**src/rtl/uncache_axi_bridge_if.sv**
```systemverilog
// Bundle of the CPU uncached-request port and the AXI master channels seen by
// the bridge. The master modport is the bridge itself (it masters AXI and
// answers CPU requests). The slave modport is everything around it: the
// requesting CPU plus the AXI interconnect.
interface uncache_axi_bridge_if;
  // CPU request / response
  logic        req_valid;
  logic        req_ready;
  logic        req_wr;
  logic [1:0]  req_size;
  logic [31:0] req_addr;
  logic [31:0] req_wdata;
  logic        resp_valid;
  logic [31:0] resp_rdata;
  logic        resp_err;
  // AXI read address / data
  logic [31:0] araddr;
  logic [2:0]  arsize;
  logic        arvalid;
  logic        arready;
  logic [31:0] rdata;
  logic [1:0]  rresp;
  logic        rvalid;
  logic        rready;
  // AXI write address / data / response
  logic [31:0] awaddr;
  logic [2:0]  awsize;
  logic        awvalid;
  logic        awready;
  logic [31:0] wdata;
  logic [3:0]  wstrb;
  logic        wvalid;
  logic        wready;
  logic [1:0]  bresp;
  logic        bvalid;
  logic        bready;

  modport master (
    input  req_valid, req_wr, req_size, req_addr, req_wdata,
    output req_ready, resp_valid, resp_rdata, resp_err,
    output araddr, arsize, arvalid, input arready,
    input  rdata, rresp, rvalid, output rready,
    output awaddr, awsize, awvalid, input awready,
    output wdata, wstrb, wvalid, input wready,
    input  bresp, bvalid, output bready
  );

  modport slave (
    output req_valid, req_wr, req_size, req_addr, req_wdata,
    input  req_ready, resp_valid, resp_rdata, resp_err,
    input  araddr, arsize, arvalid, output arready,
    output rdata, rresp, rvalid, input rready,
    input  awaddr, awsize, awvalid, output awready,
    input  wdata, wstrb, wvalid, output wready,
    output bresp, bvalid, input bready
  );
endinterface

```
**src/rtl/uncache_axi_bridge.sv**
```systemverilog
// Uncached CPU access to single-beat AXI bridge. One transaction in flight:
// a load becomes AR then R, a store becomes AW+W (in any order) then B.
// Fixed AXI fields (id, len, burst, wlast, cache, prot) are tied off by the
// wrapper that instantiates this block.
module uncache_axi_bridge #(
  parameter logic [31:0] PA_MASK = 32'h1FFF_FFFF
) (
  input logic                  clk,
  input logic                  resetn,
  uncache_axi_bridge_if.master bus
);

  localparam logic [2:0] S_IDLE    = 3'd0;
  localparam logic [2:0] S_RD_ADDR = 3'd1;
  localparam logic [2:0] S_RD_DATA = 3'd2;
  localparam logic [2:0] S_WR_REQ  = 3'd3;
  localparam logic [2:0] S_WR_RESP = 3'd4;

  logic [2:0]  state_q,      state_d;
  logic [1:0]  size_q,       size_d;
  logic [31:0] addr_q,       addr_d;
  logic [31:0] wdata_q,      wdata_d;
  logic [3:0]  wstrb_q,      wstrb_d;
  logic        aw_done_q,    aw_done_d;
  logic        w_done_q,     w_done_d;
  logic        resp_valid_q, resp_valid_d;
  logic        resp_err_q,   resp_err_d;
  logic [31:0] resp_rdata_q, resp_rdata_d;

  logic [31:0] req_phys;

  // Byte lanes touched by an access of the given size at address offset a.
  function automatic logic [3:0] strobe_for(input logic [1:0] size,
                                            input logic [1:0] a);
    case (size)
      2'd0:    return 4'b0001 << a;
      2'd1:    return 4'b0011 << {a[1], 1'b0};
      default: return 4'hF;
    endcase
  endfunction

  // kseg0/kseg1 virtual to physical translation is a plain mask.
  assign req_phys = bus.req_addr & PA_MASK;

  // Next-state and datapath capture for the single outstanding transaction.
  always_comb begin
    // NOTE: every _d starts as its _q (resp_valid as 0) so no branch can
    // leave a signal unassigned and infer a latch.
    state_d      = state_q;
    size_d       = size_q;
    addr_d       = addr_q;
    wdata_d      = wdata_q;
    wstrb_d      = wstrb_q;
    aw_done_d    = aw_done_q;
    w_done_d     = w_done_q;
    resp_valid_d = 1'b0;
    resp_err_d   = resp_err_q;
    resp_rdata_d = resp_rdata_q;

    case (state_q)
      S_IDLE: begin
        if (bus.req_valid) begin
          size_d    = bus.req_size;
          addr_d    = req_phys;
          wdata_d   = bus.req_wdata;
          wstrb_d   = strobe_for(bus.req_size, req_phys[1:0]);
          aw_done_d = 1'b0;
          w_done_d  = 1'b0;
          state_d   = bus.req_wr ? S_WR_REQ : S_RD_ADDR;
        end
      end
      S_RD_ADDR: begin
        if (bus.arready) state_d = S_RD_DATA;
      end
      S_RD_DATA: begin
        if (bus.rvalid) begin
          resp_rdata_d = bus.rdata;
          resp_err_d   = bus.rresp[1];
          resp_valid_d = 1'b1;
          state_d      = S_IDLE;
        end
      end
      S_WR_REQ: begin
        // Each valid is high exactly while its done flag is clear, so ready
        // alone marks the handshake; both may land in the same cycle.
        aw_done_d = aw_done_q | bus.awready;
        w_done_d  = w_done_q  | bus.wready;
        if (aw_done_d && w_done_d) state_d = S_WR_RESP;
      end
      S_WR_RESP: begin
        if (bus.bvalid) begin
          resp_err_d   = bus.bresp[1];
          resp_valid_d = 1'b1;
          state_d      = S_IDLE;
        end
      end
      default: state_d = S_IDLE;
    endcase
  end

  // State and capture registers.
  // NOTE: the AXI valids and readies are decoded from state_q only, so the
  // asynchronous reset forcing IDLE drops them immediately, mid-cycle.
  always_ff @(posedge clk or negedge resetn) begin
    if (!resetn) begin
      state_q      <= S_IDLE;
      size_q       <= 2'd0;
      addr_q       <= 32'd0;
      wdata_q      <= 32'd0;
      wstrb_q      <= 4'd0;
      aw_done_q    <= 1'b0;
      w_done_q     <= 1'b0;
      resp_valid_q <= 1'b0;
      resp_err_q   <= 1'b0;
      resp_rdata_q <= 32'd0;
    end else begin
      // NOTE: non-blocking so every flop samples the pre-edge values.
      state_q      <= state_d;
      size_q       <= size_d;
      addr_q       <= addr_d;
      wdata_q      <= wdata_d;
      wstrb_q      <= wstrb_d;
      aw_done_q    <= aw_done_d;
      w_done_q     <= w_done_d;
      resp_valid_q <= resp_valid_d;
      resp_err_q   <= resp_err_d;
      resp_rdata_q <= resp_rdata_d;
    end
  end

  assign bus.req_ready  = (state_q == S_IDLE);
  assign bus.resp_valid = resp_valid_q;
  assign bus.resp_err   = resp_err_q;
  assign bus.resp_rdata = resp_rdata_q;

  assign bus.araddr  = addr_q;
  assign bus.arsize  = {1'b0, size_q};
  assign bus.arvalid = (state_q == S_RD_ADDR);
  assign bus.rready  = (state_q == S_RD_DATA);

  assign bus.awaddr  = addr_q;
  assign bus.awsize  = {1'b0, size_q};
  assign bus.awvalid = (state_q == S_WR_REQ) && !aw_done_q;
  assign bus.wdata   = wdata_q;
  assign bus.wstrb   = wstrb_q;
  assign bus.wvalid  = (state_q == S_WR_REQ) && !w_done_q;
  assign bus.bready  = (state_q == S_WR_RESP);

endmodule

```
**src/flat_wrapper.sv**
```systemverilog
// flat-port wrapper written by rule: the top's interface ports become plain ports
module uncache_axi_bridge_flat 
#(
  parameter logic [31:0] PA_MASK = 32'h1FFF_FFFF
)
  (clk, resetn, bus_req_valid, bus_req_wr, bus_req_size, bus_req_addr, bus_req_wdata, bus_req_ready, bus_resp_valid, bus_resp_rdata, bus_resp_err, bus_araddr, bus_arsize, bus_arvalid, bus_arready, bus_rdata, bus_rresp, bus_rvalid, bus_rready, bus_awaddr, bus_awsize, bus_awvalid, bus_awready, bus_wdata, bus_wstrb, bus_wvalid, bus_wready, bus_bresp, bus_bvalid, bus_bready);
  uncache_axi_bridge_if bus_i ();
  input logic clk;
  input logic resetn;
  input wire logic [$bits(bus_i.req_valid)-1:0] bus_req_valid;
  input wire logic [$bits(bus_i.req_wr)-1:0] bus_req_wr;
  input wire logic [$bits(bus_i.req_size)-1:0] bus_req_size;
  input wire logic [$bits(bus_i.req_addr)-1:0] bus_req_addr;
  input wire logic [$bits(bus_i.req_wdata)-1:0] bus_req_wdata;
  output wire logic [$bits(bus_i.req_ready)-1:0] bus_req_ready;
  output wire logic [$bits(bus_i.resp_valid)-1:0] bus_resp_valid;
  output wire logic [$bits(bus_i.resp_rdata)-1:0] bus_resp_rdata;
  output wire logic [$bits(bus_i.resp_err)-1:0] bus_resp_err;
  output wire logic [$bits(bus_i.araddr)-1:0] bus_araddr;
  output wire logic [$bits(bus_i.arsize)-1:0] bus_arsize;
  output wire logic [$bits(bus_i.arvalid)-1:0] bus_arvalid;
  input wire logic [$bits(bus_i.arready)-1:0] bus_arready;
  input wire logic [$bits(bus_i.rdata)-1:0] bus_rdata;
  input wire logic [$bits(bus_i.rresp)-1:0] bus_rresp;
  input wire logic [$bits(bus_i.rvalid)-1:0] bus_rvalid;
  output wire logic [$bits(bus_i.rready)-1:0] bus_rready;
  output wire logic [$bits(bus_i.awaddr)-1:0] bus_awaddr;
  output wire logic [$bits(bus_i.awsize)-1:0] bus_awsize;
  output wire logic [$bits(bus_i.awvalid)-1:0] bus_awvalid;
  input wire logic [$bits(bus_i.awready)-1:0] bus_awready;
  output wire logic [$bits(bus_i.wdata)-1:0] bus_wdata;
  output wire logic [$bits(bus_i.wstrb)-1:0] bus_wstrb;
  output wire logic [$bits(bus_i.wvalid)-1:0] bus_wvalid;
  input wire logic [$bits(bus_i.wready)-1:0] bus_wready;
  input wire logic [$bits(bus_i.bresp)-1:0] bus_bresp;
  input wire logic [$bits(bus_i.bvalid)-1:0] bus_bvalid;
  output wire logic [$bits(bus_i.bready)-1:0] bus_bready;
  assign bus_i.req_valid = bus_req_valid;
  assign bus_i.req_wr = bus_req_wr;
  assign bus_i.req_size = bus_req_size;
  assign bus_i.req_addr = bus_req_addr;
  assign bus_i.req_wdata = bus_req_wdata;
  assign bus_req_ready = bus_i.req_ready;
  assign bus_resp_valid = bus_i.resp_valid;
  assign bus_resp_rdata = bus_i.resp_rdata;
  assign bus_resp_err = bus_i.resp_err;
  assign bus_araddr = bus_i.araddr;
  assign bus_arsize = bus_i.arsize;
  assign bus_arvalid = bus_i.arvalid;
  assign bus_i.arready = bus_arready;
  assign bus_i.rdata = bus_rdata;
  assign bus_i.rresp = bus_rresp;
  assign bus_i.rvalid = bus_rvalid;
  assign bus_rready = bus_i.rready;
  assign bus_awaddr = bus_i.awaddr;
  assign bus_awsize = bus_i.awsize;
  assign bus_awvalid = bus_i.awvalid;
  assign bus_i.awready = bus_awready;
  assign bus_wdata = bus_i.wdata;
  assign bus_wstrb = bus_i.wstrb;
  assign bus_wvalid = bus_i.wvalid;
  assign bus_i.wready = bus_wready;
  assign bus_i.bresp = bus_bresp;
  assign bus_i.bvalid = bus_bvalid;
  assign bus_bready = bus_i.bready;
  uncache_axi_bridge #(.PA_MASK(PA_MASK)) u_core (.clk(clk), .resetn(resetn), .bus(bus_i));
endmodule
```
**config.mk**
```make
export PLATFORM = sky130hd
export DESIGN_NAME = uncache_axi_bridge_flat
export DESIGN_NICKNAME = d
export VERILOG_FILES = /design/src/rtl/uncache_axi_bridge_if.sv /design/src/rtl/uncache_axi_bridge.sv /design/src/flat_wrapper.sv
export SDC_FILE = /design/constraint.sdc
export NUM_CORES = 1
export LEC_CHECK = 0
export ABC_AREA = 1
export CORE_MARGIN = 3
export CORE_UTILIZATION = 36
export CTS_BUF_LIST = sky130_fd_sc_hd__clkbuf_8
export DETAILED_ROUTE_END_ITERATION = 10
export PLACE_DENSITY = 0.79
export SETUP_SLACK_MARGIN = 0.5
export SLEW_MARGIN = 20
export SYNTH_ARGS = -nofsm -noshare
export SYNTH_HDL_FRONTEND = slang
export SYNTH_SLANG_ARGS = --single-unit
```
**constraint.sdc**
```tcl
create_clock -name clk -period 1.2 [get_ports clk]
set_input_delay 0.24 -clock clk [delete_from_list [all_inputs] [get_ports clk]]
set_output_delay 0.24 -clock clk [all_outputs]
set_load 0.05 [all_outputs]
```
==> summary.txt <==
Setup path
  – Slowest CP cell: dfrtp_2
  – Worst reg-to-reg setup slack: -410 ps
  – RR Endpoint: u_core.bus.wdata[18]
  – Reg2Reg Depth: 10
  – Worst r2r src: u_core.state_q[0]
  – CP required: 960 ps
  – Crit path largest cell delay: 460 ps
  – CP Class: reg -> out
  – Worst Setup End Kind: output pin
  – Worst setup SP type: register
  – CP dominant cell by count: buf_6
  – Arr. time, crit path: 1460 ps
  – Crit path max fanout: 6
  – Critical-path cell list: buf_6, nor3_4, buf_6, buf_12

Run
  – Total of max-cap violations: 0

GRT
  – Global-route wire length before repair: 24.65 mm
  – Vias in the first global route: 4597
  – Gr usage total: 0.2220
  – Initial antenna violation count: 0
  – Largest net degree at the start of global routing: 53
  – Total gr overflow: 0

Pwr
  – Maximum VDD drop: about 0.0018 V
  – Leak: 4.602 nW
  – Switching Share: 0.4642
  – P_int: 18.51 mW
  – Sequential power share: 0.229
  – Sw power: between 15 and 20 mW
  – Pwr/cell area: 3540 nW/um^2
  – Clock network fraction of design power: 0.071
  – Gate power share: 0.700

Yosys
  – Number of distinct library cells after synthesis: 19
  – Post-synth top area cell: dfrtp_1
  – Synth area leaders: dfrtp_1 (59%), nand2_1 (22%), buf_4 (6.5%), nand3_1 (4.6%), buf_6 (1.5%)
  – Post-synthesis sequential area ratio: 0.5860
  – Syn Std Cell Area: 4527 sq um
  – Synthesized netlist cell count: 523
  – Count of yosys warnings during synthesis: 0
  – Synth Register Bits: 106
  – Syn avg cell area: ~8.7 sq um
  – Share of the synthesized area in the top cell type: 0.5860

Placed design
  – Hpwl dp: 11.59 mm
  – Placer Congestion: 0.8190
  – # port buffers: 243
  – Placed cell count: 906

Routing
  – Total length of routed wires: 17.71 mm
  – Via count: 4616
  – WL per Instance: 18.22 um
  – Initial DRC count: between 300 and 400
  – DRC: 0
  – Vias per cell: 4.749
  – Number of routed nets with antenna violations: 0
  – First-pass detailed-route iteration total: 4

Die
  – Core area: 12160 sq um
  – Chip height: approximately 120 um
  – Die X: 118.1 um
  – Die area: 13960 sq um
  – Io pins: ~260
  – Row cnt: 40
  – Initial core utilization: 0.3722

Finish
  – Filler cell count: 684
  – Final net count: slightly above 900
  – Most common cell after layout, fill and taps aside: nand2_1
  – Layout cells sized above 1: 0.4714
  – Final non-filler cell total: 972
  – Layout Area Growth over Synthesis: 115.5%
  – Commonest cells after routing, fill and taps aside: nand2_1 (214), buf_12 (149), clkdlybuf4s50_1 (104)
  – Antenna Cells: 0

Clocking
  – Max clock buf depth: 2
  – Total clock sinks: 106
  – Depth of the CTS H-tree: 3
  – Clock transition at path regs: about 100 ps
  – Root Driver: clkbuf_8
  – Clk_lat worst skew: around 370 ps
  – CTS tree: built
  – Total CTS buffers: 9

STA
  – Slew Limit Fails: 0
  – RSZ-0062 raised after global routing: true
  – Worst Hold Slack: -287.2 ps
  – Clk_skew: 13.66 ps
  – Fmax: between 500 and 600 MHz
  – Final worst-path cycle share: 1.417
  – Final setup viols: 207
  – PnR worst setup slack: -500.7 ps
  – Setup TNS: -42410 ps
  – Final Hold Viols: 43
  – Post-layout min period: 1701 ps

Hold path
  – Worst Hold Class: in -> async

Run status
  – Run status: finished with violations
  – Failing checks: negative hold slack, negative setup slack
-- cell usage after synthesis --
cell type	instances
buf_4	39
nand3_1	42
nand3b_1	1
o21ai_0	10
conb_1	1
clkbuf_1	10
nor2_4	1
o21ai_1	1
nor3_1	1
nor3_4	1
inv_1	9
nand2_4	1
nor2_1	10
buf_2	9
nand2_1	269
buf_6	6
inv_2	4
dfrtp_1	106
o21a_1	2
-- area by class of cell --
type | instances | area (sq um) | area share
flip-flops and latches | 106 | 2743 | 0.2811
well taps | 168 | 210.2 | 0.02154
inverters | 13 | 67.56 | 0.006925
multi-input cells | 347 | 1732 | 0.1775
clock buffers | 10 | 137.6 | 0.01411
clock inverters | 6 | 83.83 | 0.008592
repair buffers | 322 | 4783 | 0.4903
-- critical path, delay by kind of cell (launching register included) --
family | cells | cell delay, ps
flops | 1 | 460
buf+inv | 3 | 410
simple gates | 1 | 220
-- metal layers --
metal / GRT usage / share of wire / up-vias
li1: - / - / 2108
met1: 0.2391 / 0.35 / 2239
met2: 0.4084 / 0.54 / 213
met3: 0.05407 / 0.069 / 56
met4: 0.1011 / 0.044 / 0
met5: 0 / 0 / -
-- power groups by stage --
stage                     combinational (mW)  clock (mW)  sequential, mW
after floorplan                         6.09           0            12.1
after CTS                               22.4        2.51            7.80
final                                   24.2        2.45            7.90
after detailed placement                21.3           0            7.80
after global routing                    25.1        2.66            8.10
after global placement                  20.9           0            7.65
-- metrics by stage --
stage | util | cell area (sq um) | setup slack [ps] | power [mW]
4_1_cts | 0.7498 | 9119 | -485.6 | 32.71
3_5_place_dp | 0.7028 | 8547 | -294.9 | 29.06
3_3_place_gp | 0.7028 | 8547 | -246.6 | 28.53
5_1_grt | 0.8023 | 9757 | -559.6 | 35.84
2_1_floorplan | - | 4792 | -325.4 | 18.14
6_report | 0.8023 | 9757 | -500.7 | 34.54
-- logic make-up (layout without fill, tap and decap cells) --
kind of cell           count (synthesis)  in the layout  share of synthesized area
flip-flops                           106            106                     0.5860
buffers and inverters                 77            351                     0.1086
AND/OR/NAND/NOR                      326            326                     0.2891
AO/OA/AOI/OAI                         13             13                    0.01548
other                                  1              8                  0.0008284
-- sequential cells by signal, summed over array words and instances (netlist names) --
signal,cells
u_core.aw_done_q,1
u_core.bus.resp_rdata,32
u_core.bus.wdata,32
u_core.bus.resp_valid,1
u_core.size_q,2
u_core.w_done_q,1
u_core.state_q,3
u_core.bus.wstrb,4
u_core.bus.resp_err,1
u_core.bus.araddr,29
-- repair_timing --
item	in CTS	in global routing
hold endpoints to repair	47	12
gates resized for setup	42	90
pin swaps	2	8
buffers inserted	9	31
endpoints found under the setup margin	244	244
cloned	5	5
-- worst max path at each step --
stage	startpoint	to	cells past startpoint
finish	u_core.state_q[0]	bus_rready	4
global route	u_core.state_q[0]	bus_rready	4
CTS	u_core.state_q[1]	bus_wvalid	5
detailed placement	bus_req_valid	u_core.bus.araddr[28]	6
global placement	bus_req_valid	u_core.bus.araddr[5]	6
floorplan	u_core.state_q[1]	u_core.bus.araddr[10]	9
Power figures use the tool's default switching activity.
